<file path="config.mk">
export PLATFORM = sky130hd
export DESIGN_NAME = mem_sequencer
export DESIGN_NICKNAME = d
export VERILOG_FILES = /design/src/rtl/mem_sequencer.sv
export SDC_FILE = /design/constraint.sdc
export NUM_CORES = 1
export LEC_CHECK = 0
export ABC_AREA = 1
export CAP_MARGIN = 40
export CORE_UTILIZATION = 41
export DETAILED_ROUTE_END_ITERATION = 10
export GPL_TIMING_DRIVEN = 0
export PLACE_DENSITY = 0.77
export RECOVER_POWER = 100
export SKIP_LAST_GASP = 1
export SYNTH_ARGS = -nofsm -noshare
export SYNTH_HDL_FRONTEND = slang
export SYNTH_SLANG_ARGS = --single-unit
</file>
<file path="constraint.sdc">
create_clock -name clk -period 5.67 [get_ports clk]
set_clock_uncertainty 0.2 [all_clocks]
set_input_delay 1.134 -clock clk [delete_from_list [all_inputs] [get_ports clk]]
set_output_delay 1.134 -clock clk [all_outputs]
set_load 0.05 [all_outputs]
</file>
<file path="src/rtl/mem_sequencer.sv">
// mem_sequencer: multi-cycle FETCH/EXEC/MEM/WB sequencer that shares one
// variable-latency memory port between instruction fetch and load/store.
module mem_sequencer #(
    parameter int Dbits   = 32,
    parameter int TIMEOUT = 255
) (
    input  logic             clk,
    input  logic             reset,
    input  logic             run,
    input  logic [Dbits-1:0] pc,
    input  logic [Dbits-1:0] dp_mem_addr,
    input  logic [Dbits-1:0] dp_mem_writedata,
    input  logic             is_load,
    input  logic             is_store,
    input  logic             werf_in,
    output logic [31:0]      instr,
    output logic [Dbits-1:0] dp_mem_readdata,
    output logic             enable,
    output logic             werf,
    output logic             bus_req,
    output logic             bus_we,
    output logic [Dbits-1:0] bus_addr,
    output logic [Dbits-1:0] bus_wdata,
    input  logic             bus_ack,
    input  logic [Dbits-1:0] bus_rdata,
    output logic             bus_err,
    output logic             busy,
    output logic [31:0]      retired
);

    typedef enum logic [2:0] {
        IDLE  = 3'd0,
        FETCH = 3'd1,
        EXEC  = 3'd2,
        MEM   = 3'd3,
        WB    = 3'd4,
        ERROR = 3'd5
    } state_t;

    localparam logic [16:0] TO = 17'(TIMEOUT);

    state_t      state;
    state_t      state_nx;
    logic [15:0] wait_cnt;

    logic        is_mem;
    logic        pc_ok;
    logic        da_ok;
    logic        ack_ok;
    logic        timed_out;

    assign is_mem = is_load | is_store;
    assign pc_ok  = (pc[1:0] == 2'b00);
    assign da_ok  = (dp_mem_addr[1:0] == 2'b00);

    // An ack only counts while a request is actually outstanding.
    assign ack_ok = bus_req & bus_ack;

    // This cycle is the TIMEOUT-th request cycle without an ack.
    assign timed_out = bus_req & ~bus_ack &
                       (({1'b0, wait_cnt} + 17'd1) >= TO);

    assign busy    = (state != IDLE) && (state != ERROR);
    assign bus_err = (state == ERROR);

    // State register; reset aborts any access immediately.
    always_ff @(posedge clk or posedge reset) begin
        if (reset) begin
            state <= IDLE;
        end else begin
            state <= state_nx;
        end
    end

    // Next-state decode: alignment is checked before any request goes out.
    always_comb begin
        state_nx = state;
        unique case (state)
            IDLE: begin
                if (run) begin
                    state_nx = FETCH;
                end
            end
            FETCH: begin
                if (!pc_ok) begin
                    state_nx = ERROR;
                end else if (ack_ok) begin
                    state_nx = EXEC;
                end else if (timed_out) begin
                    state_nx = ERROR;
                end
            end
            EXEC: begin
                if (is_mem) begin
                    state_nx = da_ok ? MEM : ERROR;
                end else begin
                    state_nx = run ? FETCH : IDLE;
                end
            end
            MEM: begin
                if (ack_ok) begin
                    state_nx = WB;
                end else if (timed_out) begin
                    state_nx = ERROR;
                end
            end
            WB: begin
                state_nx = run ? FETCH : IDLE;
            end
            ERROR: begin
                state_nx = ERROR;
            end
            default: begin
                state_nx = IDLE;
            end
        endcase
    end

    // Bus and retire strobes, decoded from state and decoder flags.
    always_comb begin
        bus_req   = 1'b0;
        bus_we    = 1'b0;
        bus_addr  = '0;
        bus_wdata = '0;
        enable    = 1'b0;
        werf      = 1'b0;
        unique case (state)
            FETCH: begin
                if (pc_ok) begin
                    bus_req  = 1'b1;
                    bus_addr = pc;
                end
            end
            EXEC: begin
                if (!is_mem) begin
                    enable = 1'b1;
                    werf   = werf_in;
                end
            end
            MEM: begin
                bus_req   = 1'b1;
                bus_addr  = dp_mem_addr;
                bus_we    = is_store;
                bus_wdata = dp_mem_writedata;
            end
            WB: begin
                enable = 1'b1;
                werf   = werf_in & ~is_store;
            end
            default: begin
                bus_req = 1'b0;
            end
        endcase
    end

    // Wait counter: runs only while a request waits, so it is zero on entry.
    always_ff @(posedge clk or posedge reset) begin
        if (reset) begin
            wait_cnt <= '0;
        end else if (bus_req && !bus_ack) begin
            wait_cnt <= wait_cnt + 16'd1;
        end else begin
            wait_cnt <= '0;
        end
    end

    // Instruction latch, loaded when the fetch completes.
    always_ff @(posedge clk or posedge reset) begin
        if (reset) begin
            instr <= '0;
        end else if (state == FETCH && ack_ok) begin
            instr <= 32'(bus_rdata);
        end
    end

    // Load data latch, loaded when a load access completes.
    always_ff @(posedge clk or posedge reset) begin
        if (reset) begin
            dp_mem_readdata <= '0;
        end else if (state == MEM && ack_ok && is_load) begin
            dp_mem_readdata <= bus_rdata;
        end
    end

    // Retire counter, stepped by the single enable pulse per instruction.
    always_ff @(posedge clk or posedge reset) begin
        if (reset) begin
            retired <= '0;
        end else if (enable) begin
            retired <= retired + 32'd1;
        end
    end

endmodule

</file>
==> impl_metrics.tcl <==
set metrics [dict create \
    syn-cell-area_um2 6200 \
    hold_path_class "reg2reg" \
    initialDrtViolationCount 449 \
    worstPathCellList "dlygate4sd3_1 > nor2_1 > nand2_1 > nand2_1 > clkbuf_1 > buf_2 > dlygate4sd3_1" \
    critical_path_class "in2out" \
    cp_startpoint_kind "primary input" \
    crit_family "buffers and inverters" \
    arrival_ps 3830 \
    slew_violations 84 \
    dr_total_vias 6428 \
    share_seq_of_total_power 0.294 \
    synthesis.nets 945 \
    grt_start_max_net_pins 84 \
    cts-resized-gates 0 \
    worst_min_delay_path_startpoint "instr[8]$_DFFE_PP0P_" \
    setup_crit_start "is_load" \
    p_sw_mw 1.61 \
    place.port_buffers 300 \
    first_global_vias 6384 \
    drtPass1Iterations 9 \
    area_of_the_die_um2 15600 \
    cts.clk_slew.worst_paths_ps 50 \
    number_of_buffers_added_to_fix_hold_violations_after_cts 0 \
    finalHoldWorstSlack_ps 277 \
    synthesis.area_per_instance_um2 7.69 \
    overflow 0 \
    critical_path_required_ps 4340 \
    wirelength_um 21300 \
    layout-drive-gt1-share 0.0422 \
    timing.critical_path.slowest_cell_delay_ps 900 \
    crit_path_top_delay_cell "sky130_fd_sc_hd__dlygate4sd3_1" \
    ys_seq_elements 115 \
    gpl.final_weighted_congestion 0.871 \
    worst_slew_margin_rel -0.358 \
    share_of_the_yosys_chip_area_belonging_to_registers 0.464 \
    path_buf_inv 4 \
    htree_levels 4 \
    status "complete, but fails checks" \
    p_leak_nw 4.96 \
    min_period_ps 5160 \
    post_detailed_route_drc_marker_count 20 \
    cts_inserted_buffers 17 \
    final-hold-violation-count 0 \
    final.period_utilization 0.910 \
    maxClockFrequency_mhz 194 \
    tritoncts "built" \
    critical_path_peak_fanout 10 \
    post_route_antenna_net_violation_count 0 \
    dp_hpwl_um 16700 \
    failed_checks "design-rule violations, max-capacitance violations, max-slew violations" \
    ios 301 \
    effective_utilization_at_floorplan 0.424 \
    postPlaceCellArea_um2 9470 \
    switching_share 0.425 \
    layout_common_cells "sky130_fd_sc_hd__nand2_1, sky130_fd_sc_hd__dlygate4sd3_1, sky130_fd_sc_hd__inv_1, sky130_fd_sc_hd__clkdlybuf4s50_1, sky130_fd_sc_hd__dfrtp_1" \
    power_per_cell_area_nw_per_um2 384 \
    layout.cell_area.non_filler_um2 9860 \
    row_count 44 \
    p_int_mw 2.17 \
    most_common_library_cell_in_the_layout_ignoring_fill_and_taps "sky130_fd_sc_hd__nand2_1" \
    vias_per_cell 4.86 \
    ys.warnings.count 0 \
    pwr-share-comb 0.424 \
    die_width_um 125 \
    synthesis.instances 807 \
    tightestPinTransition_ps 2040 \
    share_of_total_power_in_the_clock_network 0.282 \
    setup_repair_bufs_after_cts 0 \
    core_area_um2 14600 \
    maxCapViolCount 1 \
    worstReg2RegStart "state[2]$_DFFE_PP0P_" \
    clock_latency_ps 410 \
    wire_per_inst_um 16.1 \
    fin_nets 1265 \
    synth_cell_type_count 32 \
    critical_path.endpoint_type "primary output" \
    setup-violations-final 0 \
    initial_antenna_violation_count 0 \
    syn2layout_area_growth_pct 58.9 \
    cts_max_path_buffers 2 \
    cts-root-buf "sky130_fd_sc_hd__clkbuf_16" \
    floorplan.die.height_um 125 \
    vdd_ir_drop_max_uv 232 \
    unrepaired_setup_endpoints_after_global_routing "no" \
    grt_usage 0.280 \
    grt_first_pass_wirelength_um 33700 \
    clock_sink_count 115 \
]
final timing paths:
| check | to | slack, ps | cells after the start |
|---|---|---|---|
| setup / recovery | enable | 510 | 7 |
| hold / removal | instr[8]$_DFFE_PP0P_ | 280 | 2 |
| setup reg to reg | instr[18]$_DFFE_PP0P_ | 3080 | 9 |
| hold reg to reg | instr[8]$_DFFE_PP0P_ | 280 | 2 |
| max in group asynchronous | dp_mem_readdata[8]$_DFFE_PP0P_ | 1390 | 3 |
| min in group asynchronous | retired[1]$_DFFE_PP0P_ | 1300 | 2 |
area by class of cell:
| type | count | area (µm²) |
|---|---|---|
| Clock inverter | 4 | 70.1 |
| Multi-Input combinational cell | 528 | 2510 |
| Buffer | 28 | 125 |
| Fill cell | 1248 | 4790 |
| Timing Repair Buffer | 301 | 3010 |
| Sequential cell | 115 | 2880 |
| Inverter | 136 | 512 |
| Clock buffer | 26 | 519 |
| Tap cell | 184 | 230 |
| Antenna cell | 1 | 2.50 |
stage by stage:
step | std cells | TNS (ps) | worst slack (ps) | utilization | power [mW]
2_1_floorplan | 807 | 0 | 1290 | - | 2.20
3_3_place_gp | 1291 | -43700 | -389 | 0.644 | 2.84
3_5_place_dp | 1292 | 0 | 737 | 0.647 | 2.87
4_1_cts | 1322 | 0 | 738 | 0.687 | 3.94
5_1_grt | 1322 | 0 | 368 | 0.673 | 3.93
6_report | 1323 | 0 | 508 | 0.673 | 3.78
Yosys cell counts:
library cell               instances  area share
sky130_fd_sc_hd__nor2_4            2      0.0036
sky130_fd_sc_hd__ha_1              3      0.0061
sky130_fd_sc_hd__nand3b_1          3      0.0036
sky130_fd_sc_hd__xor2_1           14       0.020
sky130_fd_sc_hd__a41oi_1           1      0.0014
sky130_fd_sc_hd__nor3_2            1      0.0016
sky130_fd_sc_hd__nand4_1          16       0.016
sky130_fd_sc_hd__buf_4             1      0.0012
sky130_fd_sc_hd__a21oi_1           8      0.0065
sky130_fd_sc_hd__inv_2             5      0.0030
sky130_fd_sc_hd__buf_6             6       0.011
sky130_fd_sc_hd__nand3_4           1      0.0028
sky130_fd_sc_hd__o21ai_2          32       0.045
sky130_fd_sc_hd__nand3_1          53       0.043
sky130_fd_sc_hd__nand3_2           2      0.0032
sky130_fd_sc_hd__o21ai_0          71       0.057
sky130_fd_sc_hd__nand2_1         177        0.11
sky130_fd_sc_hd__nor3_1           12      0.0097
sky130_fd_sc_hd__clkbuf_1         17       0.010
sky130_fd_sc_hd__a211oi_1          1      0.0012
sky130_fd_sc_hd__o21bai_1          1      0.0012
sky130_fd_sc_hd__inv_1           131       0.079
sky130_fd_sc_hd__dfrtp_1         115        0.46
sky130_fd_sc_hd__nor2_2            4      0.0040
sky130_fd_sc_hd__a21boi_0          1      0.0012
sky130_fd_sc_hd__buf_2             4      0.0032
sky130_fd_sc_hd__nand2_2           6      0.0061
sky130_fd_sc_hd__nor4_1            4      0.0040
sky130_fd_sc_hd__xnor2_1          14       0.020
sky130_fd_sc_hd__nor2_8            1      0.0032
sky130_fd_sc_hd__nor2_1           99       0.060
sky130_fd_sc_hd__a31oi_1           1      0.0010
routing by layer:
metal  track usage  part of all wire  up-vias
met5             0                 0        -
met4         0.115             0.028        0
met3        0.0484             0.044       39
met2         0.500              0.52      204
met1         0.334              0.41     3008
li1              -                 -     3177
worst reg2reg max path: stages (launching register included):
cell and delay [ps]:
sky130_fd_sc_hd__dfrtp_1 500, sky130_fd_sc_hd__nor2_8 220, sky130_fd_sc_hd__nand3_1 250, sky130_fd_sc_hd__nand2_1 170, sky130_fd_sc_hd__inv_1 90, sky130_fd_sc_hd__nor2_4 90, sky130_fd_sc_hd__nand3_1 350, sky130_fd_sc_hd__clkbuf_1 370
sky130_fd_sc_hd__nand2_1 130, sky130_fd_sc_hd__o21ai_0 90
state kept, by name, indices dropped and copies added, names as in the netlist:
signal / cells
dp_mem_readdata: 32
instr: 32
retired: 32
state: 3
wait_cnt: 16
power groups by stage:
stage | Combinational (mW) | Clock, mW | Sequential [mW]
4_1_cts | 1.75 | 1.07 | 1.12
5_1_grt | 1.68 | 1.12 | 1.13
3_5_place_dp | 1.74 | 0 | 1.13
2_1_floorplan | 0.509 | 0 | 1.70
6_report | 1.60 | 1.07 | 1.11
3_3_place_gp | 1.72 | 0 | 1.12
logic make-up (layout without fill, tap and decap cells):
group,after synthesis,after routing,share of synthesized area
AND/OR/NAND/NOR,381,381,0.268
buffers and inverters,164,495,0.108
AO/OA/AOI/OAI,116,116,0.115
flip-flops,115,115,0.464
XOR/XNOR,28,28,0.0395
adder cells (fa/ha/maj),3,3,0.00605
other,0,1,0
Note: power is estimated with default switching activity, not from simulation.
==> RTL change 1, RTL diff (config.mk and constraints unchanged) <==
Put a register stage on the output `bus_err`, cleared by the reset. The value now appears one clock later. The other outputs are not delayed to match.
--- a/src/rtl/mem_sequencer.sv
+++ b/src/rtl/mem_sequencer.sv
@@ -61,7 +61,13 @@
                        (({1'b0, wait_cnt} + 17'd1) >= TO);
 
     assign busy    = (state != IDLE) && (state != ERROR);
-    assign bus_err = (state == ERROR);
+    always_ff @(posedge clk or posedge reset) begin
+        if (reset) begin
+            bus_err <= '0;
+        end else begin
+            bus_err <= (state == ERROR);
+        end
+    end
 
     // State register; reset aborts any access immediately.
     always_ff @(posedge clk or posedge reset) begin
Function: changed (a bounded check fails within 4 cycles, from zero or initial values and one cycle with reset high).
==> RTL change 1 against the original RTL <==
The run still ends with DRC, capacitance limit, slew limit left; global-route usage hardly changed; via count is 0.82% higher; power is 0.31% higher; fmax is 0.69% higher; sequential share of layout area is 0.16 points higher; setup slack better by 0.035 ns; die area is 0.40% higher; area after synthesis is 0.40% higher; final area is 0.30% higher; sequential cell count is 1 higher; combinational power hardly changed; wire length hardly changed; largest cell class unchanged; largest power group unchanged.
==> RTL change 1: results (changes against the original RTL) <==
- The run finished, with violations left.
- The final reports fail on DRC, capacitance limit, slew limit.
- The via count of the first global-routing pass is 6,437 (+0.83%).
- The sequential area share after synthesis was 0.466 (+0.00215).
- The worst hold path terminates at dp_mem_readdata[21]$_DFFE_PP0P_.
- By area the synthesized netlist is led by dfrtp_1, nand2_1, inv_1.
- The adder and majority gate portion of the synthesized area is 0.00603 (-0.0000243).
- The post-synthesis instance total is 808 (+0.12%).
- The non-filler instance count after layout was 1,327 (+0.30%).
- The worst hold-check slack was 0.278 ns (+0.000546 ns).
- The top achievable clock speed is 195 MHz (+0.69%).
- The fraction of met2 tracks used by global routing came to 0.480 (-0.0197).
- The minimum setup slack among reg-to-reg paths is 3.06 ns (-0.02 ns).
- The global-route met3 utilization was 0.0625 (+0.0141).
- The terminus of the critical flop-to-flop path is instr[6]$_DFFE_PP0P_.
- The DRC violations left is 12 (-40%).
- The worst slew slack as a fraction of its limit is -0.476 (-0.118).
- The global routing usage summed across all routing layers is 0.280 (about the same).
- The startpoint of the worst setup timing path is is_store.
- The ratio of routed vias to standard cells is 4.88 (+0.52%).
- The highest ir drop seen on vdd is 0.200 mV (-14%).
- The number of filler instances in the final layout came to 1,241 (-0.56%).
- The post-synthesis compound-gate area fraction is 0.114 (-0.000462).
- The number of max-slew violations in the final report is 92 (+9.5%).
- The initial antenna violation count is 3 (+3).
- The post-placement setup slack is 0.946 ns (+0.209 ns).
- The number of DRC markers after the initial detailed-route iteration was 365 (-19%).
- The global-route wire length before repair is 33.8 mm (+0.41%).
- The post-synthesis share of cell area spent on xor and xnor gates is 0.0394 (-0.000159).
- The length of the first detailed-routing pass in iterations was 11 (+2).
- The max-capacitance violation count is 1 (unchanged).
- The total nets after synthesis is 946 (+0.11%).
- The routed length per instance is 16.1 um (-0.34%).
- In the synthesized netlist, the cells that appear most often are nand2_1, inv_1, dfrtp_1, nor2_1, o21ai_0.
- The largest net degree at the start of global routing is 92 (+9.5%).
- The leakage power is 4.96 nW (about the same).
- The data arrival time of the critical path was 3.79 ns (-0.04 ns).
RTL change 1: final cells by class:
class                           instances  area, um2  area share
Tap cell                              184        230      0.0233
Antenna cell                            3       7.51    0.000759
Timing Repair Buffer                  301       3010       0.304
Inverter                              136        512      0.0518
Clock buffer                           20        467      0.0472
Clock inverter                         11        126      0.0128
Multi-Input combinational cell        528       2510       0.254
Sequential cell                       116       2900       0.294
Buffer                                 28        125      0.0127
RTL change 1: where the power goes:
group	internal (mW)	switching [mW]
Combinational	0.468	1.13
Sequential	1.01	0.118
Clock	0.680	0.390
RTL change 1: layer usage:
metal | wire length [um] | vias to the layer above
met2 | 10700 | 227
met4 | 798 | 0
met3 | 1210 | 49
met5 | 0 | -
met1 | 8650 | 3024
li1 | - | 3181
RTL change 1: worst max-delay path: cells and delay by family:
family                 cells  cell delay [ns]
AND/OR/NAND/NOR            3             0.45
buffers and inverters      4             2.20
==> RTL change 2, RTL diff (same flow settings) <==
Without the edit above. The parameter `Dbits` goes from 32 to 48.
--- a/src/rtl/mem_sequencer.sv
+++ b/src/rtl/mem_sequencer.sv
@@ -1,7 +1,7 @@
 // mem_sequencer: multi-cycle FETCH/EXEC/MEM/WB sequencer that shares one
 // variable-latency memory port between instruction fetch and load/store.
 module mem_sequencer #(
-    parameter int Dbits   = 32,
+    parameter int Dbits   = 48,
     parameter int TIMEOUT = 255
 ) (
     input  logic             clk,
Ports: changed (7 resized); port bits go from 301 to 413. The function was not compared with the original's and may differ.
==> RTL change 2 against the original RTL <==
The flow finishes with violations (capacitance limit, slew limit); sequential share of layout area fell by 1.8 points; cell count is 20% higher; final area up 21%; power up 25%; non-clock buffer count grew 127; area after synthesis grew 14%; sequential cell count increased by 16; combinational power rose by 38%; wire length rose by 34%; setup slack worse by 0.11 ns; die area increased by 14%; largest cell class unchanged.
==> RTL change 2: results (changes against the original RTL) <==
- Sorting the synthesized cells by how often they occur yields nand2_1, dfrtp_1, inv_1, nand3_1, nor2_1.
- The highest ir drop seen on vdd is 0.360 mV (+55%).
- The post-detailed-placement half-perimeter wirelength is 22.9 mm (+37%).
- The largest registers in the layout are dp_mem_readdata x48, instr x32, retired x32.
- The number of port buffers is 412 (+37%).
- The via count of the first global-routing pass was 7,715 (+21%).
- The non-clock inverter total of the final layout came to 121 (-11%).
- The post-synthesis compound-gate area fraction is 0.0612 (-0.0537).
- The fraction of met2 tracks used by global routing came to 0.561 (+0.0613).
- The total wire length after detailed routing is 28.6 mm (+34%).
- The max-capacitance violation count is 2 (+1).
- The post-placement setup slack is 0.576 ns (-0.161 ns).
- The number of filler instances in the final layout was 1,383 (+11%).
- The post-synthesis share of cell area spent on xor and xnor gates is 0.0370 (-0.00249).
- The count of clock-net buffers in the final layout is 18 (-31%).
- The largest net degree at the start of global routing is 78 (-7.1%).
- The area fraction of clock buffers and clock inverters is 0.0533 (-0.00650).
- The number of flip-flops and latches was 131 (+14%).
- The sequential area share after synthesis is 0.462 (-0.00172).
- The global routing usage summed across all routing layers came to 0.325 (+0.0451).
- The flow ran to the end, but the final reports show violations.
- The length of the first detailed-routing pass in iterations is 5 (-4).
- The global-route met3 utilization is 0.109 (+0.0605).
- The layout cell share with drive strength beyond 1 was 0.0471 (+0.00491).
- The fraction of synthesized area in multiplexers is 0.0339 (+0.0339).
- The ratio of routed vias to standard cells is 4.91 (+1.1%).
- The count of cell types in the netlist is 35 (+9.4%).
- The multi-input gate area in the final layout is 3020 um2 (+20%).
- The total nets after synthesis is 1,117 (+18%).
- The layout buffering overhead excluding clock cells came to 0.359 (+0.0414).
- The final reports fail on capacitance limit, slew limit.
- In the post-synthesis netlist, the biggest area contributors are dfrtp_1, nand2_1, nand3_1.
- The number of max-slew violations in the final report is 134 (+60%).
- The data arrival time of the critical path is 3.94 ns (+0.11 ns).
- The weighted congestion reported at the end of routability-driven placement is 0.952 (+9.3%).
- The met1 routing resource usage after global routing is 0.367 (+0.0335).
- The adder and majority gate portion of the synthesized area is 0.00529 (-0.000759).
- The global-route wire length before repair is 43.3 mm (+29%).
- The residual antenna-violating net count after detailed routing came to 0 (unchanged).
- The worst slew slack as a fraction of its limit came to -0.568 (-0.210).
- The count of inserted antenna diode cells is 2 (+1).
RTL change 2: stage by stage:
step / cells / utilization
6_report: 1581 / 0.715
4_1_cts: 1579 / 0.726
3_5_place_dp: 1548 / 0.688
2_1_floorplan: 915 / -
5_1_grt: 1579 / 0.714
3_3_place_gp: 1547 / 0.686
RTL change 2: layer usage:
layer | vias to the layer above | routed length (um)
met1 | 3621 | 10900
li1 | 3753 | -
met3 | 65 | 2540
met4 | 4 | 901
met2 | 326 | 14200
met5 | - | 19
RTL change 2: power breakdown:
group / internal [mW] / switching, mW
logic: 0.653 / 1.56
clock network: 0.778 / 0.414
registers: 1.17 / 0.147
total: 2.60 / 2.12
RTL change 2: logic make-up (layout without fill, tap and decap cells):
group | Yosys count | after routing
compound gates | 84 | 84
buf+inv | 164 | 608
other cells | 0 | 2
mux | 16 | 16
flops | 131 | 131
fa+ha+maj | 3 | 3
simple gates | 487 | 487
xor+xnor | 30 | 30
RTL change 2: critical path, delay by kind of cell:
kind,cells,cell delay (ns)
AND/OR/NAND/NOR,3,0.48
buffers and inverters,4,2.32
RTL change 2: worst paths after layout:
kind                                            from                              end  slack [ns]  cells after the start
worst max-delay path                           pc[0]                     bus_addr[43]        0.40                      7
worst min-delay path            instr[0]$_DFFE_PP0P_             instr[0]$_DFFE_PP0P_        0.27                      2
worst max register to register  state[0]$_DFFE_PP0P_  dp_mem_readdata[43]$_DFFE_PP0P_        3.17                      7
worst min register to register  instr[0]$_DFFE_PP0P_             instr[0]$_DFFE_PP0P_        0.27                      2
max in group asynchronous                      reset            instr[31]$_DFFE_PP0P_        0.95                      3
min in group asynchronous                      reset  dp_mem_readdata[41]$_DFFE_PP0P_        1.60                      2
